## src/rtl/frog_pkg.sv

```systemverilog
// rtl/frog_pkg.sv - shared opcodes, widths and mode enum for the frog memory controller
package frog_pkg;

    // Default bus widths of the frog CPU
    localparam int FROG_AW = 6;
    localparam int FROG_DW = 4;

    // Opcode constants referenced by the memory controller
    localparam logic [3:0] OP_NGA = 4'h0;
    localparam logic [3:0] OP_NOP = 4'h8;
    localparam logic [3:0] OP_STB = 4'hF;

    // Controller mode: LOAD holds the CPU in reset while the load port fills memory
    typedef enum logic {
        MODE_LOAD = 1'b0,
        MODE_RUN  = 1'b1
    } mode_e;

endpackage

```

## src/rtl/frog_regfile.sv

```systemverilog
// rtl/frog_regfile.sv - DEPTHxDW flop memory, async read port, sync write port
module frog_regfile
    import frog_pkg::*;
#(
    parameter int AW    = FROG_AW,
    parameter int DW    = FROG_DW,
    parameter int DEPTH = 64
) (
    input  logic          clk,
    input  logic          we,
    input  logic [AW-1:0] waddr,
    input  logic [DW-1:0] wdata,
    input  logic [AW-1:0] raddr,
    output logic [DW-1:0] rdata
);

    logic [DW-1:0] mem_q [DEPTH];

    // Write port: contents are deliberately not reset so a reset keeps the program
    always_ff @(posedge clk) begin
        if (we) begin
            mem_q[waddr] <= wdata;
        end
    end

    // Read port is purely combinational so the CPU sees data with zero latency
    always_comb begin
        rdata = mem_q[raddr];
    end

endmodule

```

## src/rtl/frog_mem_ctrl.sv

```systemverilog
// rtl/frog_mem_ctrl.sv - frog CPU program/data memory controller with nibble load port
module frog_mem_ctrl
    import frog_pkg::*;
#(
    parameter int            AW      = FROG_AW,
    parameter int            DW      = FROG_DW,
    parameter int            DEPTH   = 64,
    parameter logic [DW-1:0] NOP_VAL = OP_NOP
) (
    input  logic          clk,
    input  logic          rst_p,
    input  logic [AW-1:0] daout,
    input  logic          wcyc,
    output logic [DW-1:0] data,
    output logic          cpu_rst,
    input  logic          ld_valid,
    input  logic [DW-1:0] ld_nibble,
    output logic          ld_ready,
    input  logic          ld_go,
    input  logic          ld_start,
    output logic          werr
);

    localparam logic [AW-1:0] LAST_ADDR = AW'(DEPTH - 1);

    mode_e         mode_q,    mode_d;
    logic [AW-1:0] ld_addr_q, ld_addr_d;
    logic [AW-1:0] waddr_q,   waddr_d;
    logic          wph_q,     wph_d;
    logic          werr_q,    werr_d;
    logic [DW-1:0] hold_q,    hold_d;
    logic          cpu_rst_q, cpu_rst_d;
    logic          ld_ready_q, ld_ready_d;

    logic          mem_we;
    logic [AW-1:0] mem_waddr;
    logic [DW-1:0] mem_wdata;
    logic [DW-1:0] rd_data;

    frog_regfile #(
        .AW    (AW),
        .DW    (DW),
        .DEPTH (DEPTH)
    ) u_regfile (
        .clk   (clk),
        .we    (mem_we),
        .waddr (mem_waddr),
        .wdata (mem_wdata),
        .raddr (daout),
        .rdata (rd_data)
    );

    // Next-state logic: load sequencing, CPU two-phase write and the shared write-port mux
    always_comb begin
        mode_d    = mode_q;
        ld_addr_d = ld_addr_q;
        waddr_d   = waddr_q;
        wph_d     = wph_q;
        werr_d    = werr_q;
        hold_d    = hold_q;
        mem_we    = 1'b0;
        mem_waddr = ld_addr_q;
        mem_wdata = ld_nibble;

        case (mode_q)
            MODE_LOAD: begin
                if (ld_valid && ld_ready_q) begin
                    mem_we    = 1'b1;
                    ld_addr_d = ld_addr_q + 1'b1;
                    if (ld_addr_q == LAST_ADDR) begin
                        mode_d = MODE_RUN;
                    end
                end
                // The load write above still lands when ld_go arrives with it
                if (ld_go) begin
                    mode_d = MODE_RUN;
                end
            end
            default: begin
                // The hold register tracks the read value so data stays stable during a write
                if (!wcyc) begin
                    hold_d = rd_data;
                end
                if (ld_start) begin
                    // Re-entering LOAD drops any pending data phase without flagging an error
                    mode_d    = MODE_LOAD;
                    ld_addr_d = '0;
                    wph_d     = 1'b0;
                end else if (wcyc) begin
                    if (!wph_q) begin
                        waddr_d = daout;
                        wph_d   = 1'b1;
                    end else begin
                        mem_we    = 1'b1;
                        mem_waddr = waddr_q;
                        mem_wdata = daout[DW-1:0];
                        wph_d     = 1'b0;
                    end
                end else if (wph_q) begin
                    werr_d = 1'b1;
                    wph_d  = 1'b0;
                end
            end
        endcase

        cpu_rst_d  = (mode_d == MODE_LOAD);
        ld_ready_d = (mode_d == MODE_LOAD);
    end

    // State registers with synchronous active-high reset; outputs are registered from next mode
    always_ff @(posedge clk) begin
        if (rst_p) begin
            mode_q     <= MODE_LOAD;
            ld_addr_q  <= '0;
            waddr_q    <= '0;
            wph_q      <= 1'b0;
            werr_q     <= 1'b0;
            hold_q     <= NOP_VAL;
            cpu_rst_q  <= 1'b1;
            ld_ready_q <= 1'b1;
        end else begin
            mode_q     <= mode_d;
            ld_addr_q  <= ld_addr_d;
            waddr_q    <= waddr_d;
            wph_q      <= wph_d;
            werr_q     <= werr_d;
            hold_q     <= hold_d;
            cpu_rst_q  <= cpu_rst_d;
            ld_ready_q <= ld_ready_d;
        end
    end

    // CPU data mux: NOP while loading, live read when idle, held value during a write
    always_comb begin
        if (mode_q == MODE_RUN) begin
            data = wcyc ? hold_q : rd_data;
        end else begin
            data = NOP_VAL;
        end
    end

    assign cpu_rst  = cpu_rst_q;
    assign ld_ready = ld_ready_q;
    assign werr     = werr_q;

endmodule

```

## config.mk

```make
export PLATFORM = sky130hd
export DESIGN_NAME = frog_mem_ctrl
export DESIGN_NICKNAME = d
export VERILOG_FILES = /design/src/rtl/frog_pkg.sv /design/src/rtl/frog_regfile.sv /design/src/rtl/frog_mem_ctrl.sv
export SDC_FILE = /design/constraint.sdc
export NUM_CORES = 1
export LEC_CHECK = 0
export CELL_PAD_IN_SITES_DETAIL_PLACEMENT = 2
export CELL_PAD_IN_SITES_GLOBAL_PLACEMENT = 2
export CORE_ASPECT_RATIO = 0.75
export CORE_MARGIN = 1.5
export CORE_UTILIZATION = 49
export CTS_BUF_LIST = sky130_fd_sc_hd__clkbuf_2 sky130_fd_sc_hd__clkbuf_4 sky130_fd_sc_hd__clkbuf_8
export DETAILED_ROUTE_END_ITERATION = 10
export PLACE_DENSITY = 0.79
export SYNTH_ARGS = -nofsm -noshare
export SYNTH_HDL_FRONTEND = slang
export SYNTH_SLANG_ARGS = --single-unit
export TNS_END_PERCENT = 1
```

## constraint.sdc

```tcl
create_clock -name clk -period 3.49 [get_ports clk]
set_input_delay 0.698 -clock clk [delete_from_list [all_inputs] [get_ports clk]]
set_output_delay 0.698 -clock clk [all_outputs]
set_load 0.005 [all_outputs]
```

==> results of run 1 <==
## path summary, 6_finish.rpt
kind / from / end / slack [ns] / depth (start not counted)
hold reg to reg: hold_q[1] / hold_q[1] / 0.56 / 2
setup reg to reg: mode_q / u_regfile.mem_q[24][1] / 0.23 / 5
hold / removal: hold_q[1] / hold_q[1] / 0.56 / 2
setup / recovery: daout[0] / data[1] / -0.01 / 9
## state kept, by name, indices dropped and copies added, names as in the netlist
name             cells
u_regfile.mem_q    256
ld_ready             1
mode_q               1
wph_q                1
waddr_q              6
werr                 1
ld_addr_q            6
hold_q               4
## per-stage QoR
stage	cell area, um2	hold slack [ns]	instances	TNS, ns
finish	13330	0.5565	1070	-0.02119
floorplan	11140	0.4536	639	0
CTS	13230	0.5361	1060	-0.01894
global route	13330	0.5693	1070	-0.1115
global placement	12060	0.4460	972	-1.698
detailed placement	12060	0.5323	972	-7.479
## kinds of logic (layout without fill, tap and decap cells)
| logic type | count (synthesis) | count (layout) | synth area share (%) |
|---|---|---|---|
| flip-flops | 276 | 276 | 72.57 |
| AND/OR/NAND/NOR | 171 | 171 | 7.006 |
| adder cells (fa/ha/maj) | 1 | 1 | 0.1123 |
| AO/OA/AOI/OAI | 77 | 77 | 4.446 |
| buffers and inverters | 35 | 172 | 1.583 |
| multiplexers | 79 | 79 | 14.28 |
## metal layers
metal  track usage (%)  part of all wire, %
met5                 0                    0
met4             18.46                  5.4
met3             9.989                  9.7
met1             49.68                   37
met2             59.35                   48
## area by class of cell
| cell class | instances | area share (%) |
|---|---|---|
| Clock buffer | 58 | 5.615 |
| Clock inverter | 21 | 0.6479 |
| Inverter | 5 | 0.1408 |
| Multi-Input combinational cell | 328 | 23.00 |
| Sequential cell | 276 | 60.69 |
| Tap cell | 294 | 2.761 |
| Timing Repair Buffer | 88 | 7.136 |
## power by group
part	switching (mW)	internal, mW	leakage [nW]
clock network	1.48	1.40	0.443
logic	0.295	0.216	1.37
registers	0.0181	3.62	2.46
total	1.79	5.23	4.28
## cell usage after synthesis (3+ instances only)
cell type,n,area (um2)
edfxtp_1,256,7687
nor2_1,83,311.6
mux4_2,64,1441
nand2_1,42,157.7
a22oi_1,27,202.7
a21oi_1,22,110.1
dfxtp_1,20,400.4
mux2i_1,15,150.1
clkbuf_1,13,48.80
nand3_1,11,55.05
buf_2,9,45.04
nand3b_1,7,52.55
o21ai_0,7,35.03
o21ai_1,6,30.03
buf_4,5,37.54
inv_1,5,18.77
nand2b_1,5,31.28
nor2b_1,4,25.02
or3_1,4,25.02
nor4_2,3,37.54
o21a_1,3,22.52
## worst max-delay path, cell delays in order
cell           delay (ns)
buf_16               0.14
buf_16               0.18
mux4_2               0.51
a22oi_1              0.27
a21oi_2              0.14
nor4_2               0.31
buf_4                0.18
o21ai_1              0.07
dlygate4sd2_1        0.29
## repair_timing
item / in CTS / in global routing
resized for setup: 56 / 8
pin swaps: 8 / 5
endpoints found under the setup margin: 6 / 3
gates cloned: 4 / 0
setup buffers: 5 / 10
==> results.toml, run 1 <==
[cts]
hold_buffers = 0
cts_buffers = 43
cts.htree.levels = 2
clock_latency_ns = 0.59
cts_buffer_depth = 3
clockRootBuffer = "clkbuf_8"
cts_tree = "done"
clkSinkCount = 276
path_clk_slew_ns = 0.07

[grt]
globalRouteOverflowTotal = 0
grt_antenna_before_repair = 3
grt_first_pass_wirelength_um = 60720
grt_max_degree = 65
grt_pass1_vias = 7845
grt_usage_pct = 37.94

[yosys]
syn_area_per_cell_um2 = 17.44
ys_types = 41
synthesis.area_um2 = 11140
async_flop_share_pct = 0
syn-num-nets = 656
synthFlopType = "edfxtp_1"
syn_inst = 639
yosysWarnings = 0
synth_edf_count = 256
ys_seq_elements = 276
yosysSeqAreaShare_pct = 72.57

[sta]
setup_viol = 2
finalHoldViolCount = 0
clock.fmax_ghz = 0.2854
max_slew_margin_pct = 35.85
skew_ns = 0.03578
fin_ws_ns = -0.01402
tightest_slew_ns = 0.9593
slew_violations = 0
fin_crit_sh_pct = 100.4
rsz0062_at_grt = "true"
fin_crit_ns = 3.504

[routing]
wire_per_inst_um = 40.46
ant_nets = 0
drc = 0
drt_iter0_drc = 896
firstDrtPassIters = 5
vias = 7260
avgViaCountPerCell = 6.785
wirelength_um = 43290

[worst_setup_path]
critPathRequiredTime_ns = 2.79
start_kind = "input pin"
worstSetupPathType = "in2out"
critPathMaxFanout = 12
cp.arrival_ns = 2.81
crit_path_end_kind = "primary output"

[power]
p_total_mw = 7.025
p_leak_nw = 4.282
cellPowerDensity_nw_per_um2 = 527.2
ir_worst_vdd_mv = 0.3241

[die]
core_um2 = 22170
die_h_um = 133.6
die_x_um = 177.1
ios = 23
die-area_um2 = 23670
fp-row-count = 47
start_util_pct = 50.27

[min_path]
min_path_type = "reg2reg"

[place]
portBuffers = 22
pre_cts_ws_ns = -0.5470
dp_hpwl_um = 24380
gp_congestion = 0.8150

[cells_and_area]
final_common_cell = "edfxtp_1"
finalCoreUtilization_pct = 60.11
nets = 759
drive_gt1_share_pct = 31.19
n_fill_cell = 1771
final_cell_mix = "edfxtp_1, nor2_1, mux4_2"
antenna_cells = 0
syn_to_final_growth_pct = 19.57
regArea_um2 = 8088
multi_input_area_um2 = 3065

[job]
cap_violations = 0

[status]
violations = "negative setup slack"
outcome = "complete, but fails checks"
(Power assumes the default switching activity.)
==> inputs of run 2 (changes only) <==
Settings changed: CORE_MARGIN 1.5 to 5, CORE_UTILIZATION 49 to 50, PLACE_DENSITY 0.79 to 0.8, SYNTH_HIERARCHICAL set to 1.
==> run 2 against run 1 <==
The run still ends with negative setup slack left. First-iteration DRC count grew 19%. Die area grew 9.2%. Clock skew grew 0.0034 ns. Clock power is 3% higher. Cell count is 3.1% higher. Utilization grew 2.1 points. Synthesized cell count fell by 1.9%. Via count up 5.4%. Total power grew 2.0%. Combinational power grew 11%. Worst hold slack better by 0.015 ns. Critical path depth rose by 1. Critical endpoint is now data[3].
==> results.toml, run 2 <==
[cells_and_area]
stdcell_count = 1103
largest_register_ffs = 256
multi_input_area_um2 = 3201
syn_to_final_growth_pct = 21.93
regArea_um2 = 8088
drive_gt1_share_pct = 35.72
nets = 794
final_cell_area_um2 = 13830
antenna_cells = 0
final_cell_mix = "edfxtp_1, buf_4, nor2_1"
finalCoreUtilization_pct = 62.24
final_common_cell = "edfxtp_1"
top_register = "u_regfile/mem_q"
n_fill_cell = 1811
top_regs = "u_regfile/mem_q (256), ld_addr_q (6), waddr_q (6)"

[power]
pwr-share-comb_pct = 7.9
sequentialPowerShare_pct = 50.8
p_total_mw = 7.162
cellPowerDensity_nw_per_um2 = 517.7
p_leak_nw = 4.687
ir_worst_vdd_mv = 0.4022
clkPwrFrac_pct = 41.3
internal_power_mw = 5.336
swShare_pct = 25.50
p_sw_mw = 1.826

[die]
ios = 23
die-area_um2 = 25840
die_x_um = 183.9
fp-row-count = 47
start_util_pct = 51.04
die_h_um = 140.5
core_um2 = 22230

[worst_setup_path]
cp_num_buf_inv = 4
cp.arrival_ns = 2.95
crit_path_max_incr_delay_ns = 0.50
path_cells = "buf_16 > buf_12 > buf_8 > mux4_2 > mux2i_4 > mux4_2 > o211ai_1 > mux2i_1 > nand2_1 > buf_2"
worst-path-stages = 10
crit_top_cell = "mux4_2"
critPathLaunch = "daout[0]"
rr_worst_depth = 7
cp_slowest_cell = "mux4_2"
critPathRequiredTime_ns = 2.79
crit_path_end_kind = "primary output"
critPathMaxFanout = 5
worstSetupPathType = "in2out"
reg2reg_from = "wph_q"
start_kind = "input pin"
cp_top_family = "multiplexers"
r2r_slack_ns = 0.31

[routing]
firstDrtPassIters = 5
drc = 0
avgViaCountPerCell = 6.940
ant_nets = 0
wirelength_um = 45800
wire_per_inst_um = 41.52
drt_iter0_drc = 1063
vias = 7655

[yosys]
synth_edf_count = 256
ys_types = 53
synthesis.area_um2 = 11350
netlist_top_cells_area = "edfxtp_1, mux4_2, mux4_1"
ys_seq_elements = 276
syn-num-nets = 644
async_flop_share_pct = 0
yosysSeqAreaShare_pct = 71.28
yosysMostFrequentCell = "edfxtp_1"
yosysWarnings = 6
syn_area_per_cell_um2 = 18.10
synth_area_leader_cell = "edfxtp_1"
synth_top_area_share_pct = 67.75
synth.cells.most_frequent = "edfxtp_1, nor2_1, mux4_2, dfxtp_1, mux4_1"
synthFlopType = "edfxtp_1"
syn_inst = 627

[cts]
clkSinkCount = 276
cts_tree = "done"
clock_latency_ns = 0.59
hold_buffers = 0
cts_buffers = 42
clockRootBuffer = "clkbuf_8"
path_clk_slew_ns = 0.08
cts_buffer_depth = 3
cts.htree.levels = 2

[grt]
grt_first_pass_wirelength_um = 62820
globalRouteOverflowTotal = 0
grt_pass1_vias = 7933
grt_antenna_before_repair = 0
grt_usage_pct = 34.92
grt_max_degree = 65

[place]
dp_hpwl_um = 24560
portBuffers = 22
dp.cells = 1005
gp_congestion = 0.8641
dpl_cell_area_um2 = 12490
pre_cts_ws_ns = -0.6803

[min_path]
hold_depth = 2
min_path_type = "reg2reg"
hold_start = "waddr_q[2]"

[sta]
skew_ns = 0.03920
fin_ws_ns = -0.1592
tightest_slew_ns = 1.412
fin_crit_sh_pct = 104.6
finalHoldViolCount = 0
slew_violations = 0
setup_viol = 2
whs_ns = 0.5718
fin_crit_ns = 3.649
max_slew_margin_pct = 5.871
rsz0062_at_grt = "true"
fin_tns_setup_ns = -0.1972
clock.fmax_ghz = 0.2740

[job]
cap_violations = 0

[status]
violations = "negative setup slack"
outcome = "complete, but fails checks"
[run 2: per-layer routing]
layer / vias up / wire length, um / global-route usage, %
li1: 2829 / - / -
met1: 4014 / 16920 / 46.34
met2: 645 / 21670 / 55.70
met3: 167 / 4612 / 7.957
met4: 0 / 2600 / 15.44
met5: - / 0 / 0.1905
[run 2: final timing paths]
check,endpoint
setup reg to reg,u_regfile/mem_q[48][2]
hold reg to reg,waddr_q[2]
hold / removal,waddr_q[2]
setup / recovery,data[3]
[run 2: final cells by class]
cell class / instances / area share, %
Inverter: 5 / 0.1537
Multi-Input combinational cell: 312 / 23.13
Clock inverter: 12 / 0.6150
Clock buffer: 64 / 5.508
Sequential cell: 276 / 58.46
Tap cell: 294 / 2.659
Timing Repair Buffer: 140 / 9.469
[run 2: cell families after synthesis]
kind of cell    share of synthesized area [%]
fa+ha+maj                              0.1103
compound gates                          3.286
mux                                     16.11
flops                                   71.28
simple gates                            6.882
buf+inv                                 2.327
[run 2: power by group through the flow]
stage	logic [mW]	registers [mW]	clock network, mW
final	0.568	3.64	2.96
after global routing	0.579	3.64	3.14
after CTS	0.515	3.64	2.88
after detailed placement	0.449	3.71	0
after global placement	0.408	3.70	0
after floorplan	0.239	3.70	0
[run 2: worst register-to-register path: cells and delay by family (launching register included)]
kind / cells / cell delay, ns
flops: 1 / 0.39
simple gates: 5 / 1.74
mux: 1 / 0.56
buf+inv: 1 / 0.21
[run 2: repair_timing]
item,CTS,global route
gates resized for setup,72,22
buffers inserted,14,8
pin swaps,13,9
endpoints found under the setup margin,4,4
gates cloned,2,1
